$ cat config.mk
export PLATFORM = sky130hd
export DESIGN_NAME = debug_halt_ctrl
export DESIGN_NICKNAME = d
export VERILOG_FILES = /design/src/rtl/debug_halt_ctrl.sv
export SDC_FILE = /design/constraint.sdc
export NUM_CORES = 1
export LEC_CHECK = 0
export CAP_MARGIN = 10
export CORE_AREA = 2 2 87 89
export CTS_CLUSTER_SIZE = 10
export DETAILED_ROUTE_END_ITERATION = 8
export DIE_AREA = 0 0 89 91
export PLACE_DENSITY = 0.95
export SLEW_MARGIN = 20
export SYNTH_ARGS = -nofsm -noshare
export SYNTH_HDL_FRONTEND = slang
export SYNTH_SLANG_ARGS = --single-unit
$ cat constraint.sdc
create_clock -name i_clk -period 3 [get_ports i_clk]
set_input_delay 0.6 -clock i_clk [delete_from_list [all_inputs] [get_ports i_clk]]
set_output_delay 0.6 -clock i_clk [all_outputs]
set_load 0.02 [all_outputs]
$ cat src/rtl/debug_halt_ctrl.sv
// Run-control sequencer: halts and drains the pipeline on debugger request, then
// lends the data-memory port to a debug requester for single-word peek/poke.
module debug_halt_ctrl #(
  parameter int DATA_W       = 32,
  parameter int DM_ADDRESS   = 9,
  parameter int DRAIN_CYCLES = 4,
  parameter int MEM_RD_LAT   = 1
) (
  input  logic                  i_clk,
  input  logic                  i_reset,
  input  logic                  i_halt_req,
  input  logic                  i_resume_req,
  input  logic                  i_pc_sel,
  output logic                  o_halt,
  output logic                  o_fetch_flush,
  output logic                  o_halted,
  input  logic                  i_dbg_req,
  input  logic                  i_dbg_we,
  input  logic [DM_ADDRESS-1:0] i_dbg_addr,
  input  logic [DATA_W-1:0]     i_dbg_wdata,
  output logic                  o_dbg_ack,
  output logic [DATA_W-1:0]     o_dbg_rdata,
  output logic                  o_dbg_err,
  input  logic                  i_cpu_rd,
  input  logic                  i_cpu_wr,
  input  logic [DM_ADDRESS-1:0] i_cpu_addr,
  input  logic [DATA_W-1:0]     i_cpu_wdata,
  input  logic [2:0]            i_cpu_func3,
  output logic                  o_mem_rd,
  output logic                  o_mem_wr,
  output logic [DM_ADDRESS-1:0] o_mem_addr,
  output logic [DATA_W-1:0]     o_mem_wdata,
  output logic [2:0]            o_mem_func3,
  input  logic [DATA_W-1:0]     i_mem_rdata
);

  localparam int CNT_MAX = (DRAIN_CYCLES > MEM_RD_LAT) ? DRAIN_CYCLES : MEM_RD_LAT;
  localparam int CNT_W   = (CNT_MAX > 1) ? $clog2(CNT_MAX) : 1;
  localparam logic [CNT_W-1:0] DRAIN_LOAD = CNT_W'(DRAIN_CYCLES - 1);
  localparam logic [CNT_W-1:0] WAIT_LOAD  = CNT_W'(MEM_RD_LAT - 1);

  typedef enum logic [2:0] {
    S_RUN, S_DRAIN, S_HALTED, S_DBG_ACC, S_DBG_WAIT
  } state_t;

  state_t             r_state;
  logic [CNT_W-1:0]   r_cnt;
  logic [DATA_W-1:0]  r_dbg_rdata;
  logic               w_cnt_zero;
  logic               w_rd_done;
  logic               w_own_mem;

  assign w_cnt_zero = (r_cnt == '0);
  // Gated by reset so an access interrupted by reset never acknowledges.
  assign w_rd_done  = (r_state == S_DBG_WAIT) && w_cnt_zero && i_reset;
  assign w_own_mem  = (r_state == S_HALTED) || (r_state == S_DBG_ACC) || (r_state == S_DBG_WAIT);

  always_ff @(posedge i_clk) begin
    if (!i_reset) begin
      r_state     <= S_RUN;
      r_cnt       <= '0;
      r_dbg_rdata <= '0;
    end else begin
      case (r_state)
        S_RUN: begin
          if (i_halt_req) begin
            r_state <= S_DRAIN;
            r_cnt   <= DRAIN_LOAD;
          end
        end
        S_DRAIN: begin
          // A taken branch refills the pipe, so the drain window restarts.
          if (i_pc_sel)        r_cnt   <= DRAIN_LOAD;
          else if (w_cnt_zero) r_state <= S_HALTED;
          else                 r_cnt   <= r_cnt - CNT_W'(1);
        end
        S_HALTED: begin
          if (i_dbg_req)         r_state <= S_DBG_ACC;
          else if (i_resume_req) r_state <= S_RUN;
        end
        S_DBG_ACC: begin
          if (i_dbg_we) begin
            r_state <= S_HALTED;
          end else begin
            r_state <= S_DBG_WAIT;
            r_cnt   <= WAIT_LOAD;
          end
        end
        S_DBG_WAIT: begin
          if (w_cnt_zero) begin
            r_dbg_rdata <= i_mem_rdata;
            r_state     <= S_HALTED;
          end else begin
            r_cnt <= r_cnt - CNT_W'(1);
          end
        end
        default: r_state <= S_RUN;
      endcase
    end
  end

  always_comb begin
    o_halt        = w_own_mem || ((r_state == S_DRAIN) && !i_pc_sel);
    o_fetch_flush = (r_state != S_RUN);
    o_halted      = w_own_mem;
    o_dbg_err     = i_dbg_req && ((r_state == S_RUN) || (r_state == S_DRAIN));
    o_dbg_ack     = ((r_state == S_DBG_ACC) && i_dbg_we && i_reset) || w_rd_done;
    // Read data is forwarded in the ack cycle and held in r_dbg_rdata afterwards.
    o_dbg_rdata   = w_rd_done ? i_mem_rdata : r_dbg_rdata;

    o_mem_rd    = i_cpu_rd;
    o_mem_wr    = i_cpu_wr;
    o_mem_addr  = i_cpu_addr;
    o_mem_wdata = i_cpu_wdata;
    o_mem_func3 = i_cpu_func3;
    case (r_state)
      S_HALTED: begin
        o_mem_rd = 1'b0;
        o_mem_wr = 1'b0;
      end
      S_DBG_ACC, S_DBG_WAIT: begin
        o_mem_rd    = (r_state == S_DBG_WAIT) || !i_dbg_we;
        o_mem_wr    = (r_state == S_DBG_ACC) && i_dbg_we && i_reset;
        o_mem_addr  = i_dbg_addr;
        o_mem_wdata = i_dbg_wdata;
        o_mem_func3 = 3'b010;
      end
      default: ;
    endcase
  end

endmodule

==> results.py, run 1 <==
metrics = {
    "outcome": {
        "status": "complete, no violations",
    },
    "routing": {
        "vias": 2901,
        "wire_per_inst_um": 16.33,
        "firstDrtPassIters": 6,
        "drc": 0,
        "drtIter0Drc": 103,
        "route.met2.wl_um": 5096,
        "ant_nets": 0,
        "finalWirelength_um": 9768,
        "wl_met1_um": 3822,
        "wl_met3_um": 722,
        "routed_via_density": 4.851,
        "highest_layer": "met4",
    },
    "die": {
        "initial_core_util": 0.3420,
        "die_y_um": 91,
        "die_w_um": 89,
        "fp-row-count": 31,
        "core_area_um2": 7137,
        "dieArea_um2": 8099,
        "num_io_pins": 209,
    },
    "final_layout": {
        "antennaDiodeCount": 0,
        "syn_to_final_growth_pct": 94.77,
        "drive_gt1_frac": 0.1443,
        "regArea_um2": 740.7,
        "nNetsFinal": 624,
        "multiInputGateArea_um2": 1580,
        "nFillCells": 610,
        "fin_util": 0.6662,
    },
    "clock_network": {
        "numCtsBuffers": 5,
        "cts_tree": "yes",
        "htreeDepth": 2,
        "clock_sinks": 37,
        "ctsHoldBuffers": 0,
        "worstSkewPairLatency_ns": 0.29,
        "cts_setup_buffers": 0,
        "cts_root_buffer": "clkbuf_8",
        "clockBufferDepth": 2,
        "clk_pin_slew_worst_paths_ns": 0.07,
    },
    "timing": {
        "worst_pin_slew_ns": 0.3951,
        "min_period_over_period": 0.9652,
        "setup_viol": 0,
        "rsz0062_at_grt": "false",
        "report.final.slew_viol_count": 0,
        "finalClockSkew_ns": 0.006575,
        "setup_ws_ns": 0.1045,
        "fmax_mhz": 345.4,
        "max_slew_margin": 0.7366,
        "hold_viol_final": 0,
        "finalSetupTns_ns": 0,
        "layout_min_cycle_time_ns": 2.896,
    },
    "logic_synthesis": {
        "synth_top_area_frac": 0.3034,
        "synth_cells": 291,
        "syn_avg_cell_area_um2": 8.389,
        "syn-num-nets": 417,
        "ys_seq_area_frac": 0.3034,
        "synth.area.mux_share": 0.3409,
        "yosys.area.top_type": "dfxtp_1",
        "synth_area_leaders": "dfxtp_1 (30%), mux2_2 (20%), mux2_1 (14%), nand2_1 (11%), a21oi_1 (8.0%)",
        "yosys_register_bits": 37,
        "synth_fa_ha_area_frac": 0,
        "synthSimpleGateAreaFrac": 0.1743,
        "synth_xor_area_frac": 0,
        "synth_compound_area_frac": 0.1302,
        "synth_top_family_by_area": "multiplexers",
        "ys_warn_count": 0,
        "netlist_area_um2": 2441,
        "ys_types": 36,
    },
    "worst_setup_path": {
        "critPathMaxFanout": 4,
        "required_ns": 2.40,
        "cp-end-kind": "primary output",
        "start_kind": "flop",
        "critPathKind": "flop to primary output",
        "r2r_end": "r_dbg_rdata[14]$_SDFFE_PN0P_",
        "ff2ff_path_depth": 6,
        "r2r_start": "r_state[0]$_SDFFE_PN0P_",
        "critPathArrivalTime_ns": 2.30,
        "rrSetupSlack_ns": 1.35,
    },
    "global_routing": {
        "grt_pass1_wl_um": 13920,
        "first_global_vias": 2865,
        "grt_max_degree": 43,
        "grtUsageTotal": 0.2211,
        "grt-ovfl-total": 0,
        "antenna_found_initial": 1,
    },
    "place": {
        "portBuffers": 208,
        "dpl_worst_slack_ns": 0.09281,
        "place_hpwl_um": 7792,
        "routabilityCongestion": 0.9088,
    },
    "power": {
        "clockPowerShare": 0.338,
        "switching_share": 0.2634,
        "p_int_mw": 1.123,
        "pwr_density_cell_nw_per_um2": 320.7,
        "power_switching_uw": 401.6,
        "finalPower_mw": 1.525,
        "ir_drop_mv": 0.2252,
        "pwr-share-seq": 0.337,
        "p_leak_nw": 2.006,
        "combPwrFrac": 0.325,
    },
    "hold_path": {
        "whs_path_depth": 2,
        "hold_path.class": "flop to flop",
        "min_from": "r_dbg_rdata[7]$_SDFFE_PN0P_",
        "holdPathEnd": "r_dbg_rdata[7]$_SDFFE_PN0P_",
    },
    "run": {
        "maxCapViolCount": 0,
    },
}
[cells in the final DEF, fill, tap and decap left out, drive strengths merged, types with 2 or more instances in the layout]
cell type / instances
clkdlybuf4s50: 147
mux2: 73
nand2: 72
dlygate4sd2: 61
a21oi: 39
dfxtp: 37
buf: 13
clkbuf: 6
o21ai: 5
nor2: 5
inv: 5
nand3: 4
nand2b: 3
or2: 3
and3: 3
o211ai: 2
bufinv: 2
[power by group through the flow]
stage                     registers, mW  logic [mW]  clock network [mW]
after detailed placement          0.525       0.510                   0
final                             0.515       0.495               0.515
after CTS                         0.514       0.492               0.528
after global routing              0.516       0.523               0.551
after floorplan                   0.523       0.202                   0
after global placement            0.524       0.500                   0
[repair_timing]
action                     in CTS  in global routing
setup endpoints to repair      61                 12
resized for setup              61                  2
cloned                          0                  1
[metrics by stage]
| stage | instance area, um^2 | hold slack, ns | std cells |
|---|---|---|---|
| 6_report | 4755 | 0.4556 | 598 |
| 5_1_grt | 4755 | 0.4753 | 598 |
| 4_1_cts | 4725 | 0.4571 | 597 |
| 3_5_place_dp | 4663 | 0.4465 | 589 |
| 3_3_place_gp | 4663 | 0.4392 | 589 |
| 2_1_floorplan | 2441 | 0.4329 | 291 |
[routing by layer]
metal,GRT usage,vias to the layer above
li1,-,1430
met1,0.2485,1327
met2,0.3999,132
met3,0.06636,12
met4,0.05348,0
met5,0,-
[synthesized netlist by cell type (all sizes together)]
master / instances
and3: 3
o31ai: 1
o21ai: 5
o21a: 1
clkbuf: 11
nor3: 1
inv: 4
nand4: 1
a21oi: 39
o41ai: 1
a221oi: 1
o211ai: 2
mux2: 73
buf: 11
a32o: 1
o22ai: 1
clkinv: 1
dfxtp: 37
and2: 1
or3: 1
nand2: 72
nor2b: 1
nand3: 4
nand2b: 3
nor3b: 1
nor2: 5
or2: 3
o21bai: 1
a22o: 1
o2bb2ai: 1
mux2i: 1
or3b: 1
o221ai: 1
[flip-flops by register name, summed over array words and instances, names as in the netlist]
name and cells:
r_dbg_rdata 32, r_state 3, r_cnt 2
[cell families after synthesis]
family          Yosys count
mux                      74
simple gates             97
compound gates           56
flops                    37
buf+inv                  27
[worst max path at each step]
stage / start / slack, ns / cells past startpoint / to
final: r_state[0]$_SDFFE_PN0P_ / 0.10 / 6 / o_dbg_rdata[15]
after floorplan: r_state[2]$_SDFFE_PN0P_ / 0.63 / 6 / o_dbg_ack
after global routing: r_state[0]$_SDFFE_PN0P_ / 0.01 / 7 / o_mem_wdata[17]
after detailed placement: i_reset / 0.09 / 5 / o_dbg_rdata[0]
after global placement: i_reset / 0.14 / 5 / o_dbg_rdata[20]
after CTS: r_state[0]$_SDFFE_PN0P_ / 0.0006 / 5 / o_mem_wdata[23]
[worst max-delay path: stages (launching register included)]
cell,delay (ns)
dfxtp_1,0.31
or3b_4,0.43
nor3_4,0.15
nand2_2,0.10
buf_4,0.16
mux2_1,0.31
clkdlybuf4s50_1,0.55
[area by class of cell]
class,count,area share
well taps,99,0.02605
flip-flops and latches,37,0.1558
repair buffers,222,0.4529
clock buffers,5,0.01447
inverters,5,0.003947
multi-input cells,227,0.3324
clock inverters,3,0.01447
No activity file was read; power rests on OpenSTA's default activity.
==> inputs of run 2 (changes only) <==
--- a/config.mk
+++ b/config.mk
@@ -5,7 +5,6 @@
 export SDC_FILE = /design/constraint.sdc
 export NUM_CORES = 1
 export LEC_CHECK = 0
-export CAP_MARGIN = 10
 export CORE_AREA = 2 2 87 89
 export CTS_CLUSTER_SIZE = 10
 export DETAILED_ROUTE_END_ITERATION = 8
==> results of run 2 <==
No change in the layout: final DEF, timing and power equal those of run 1.
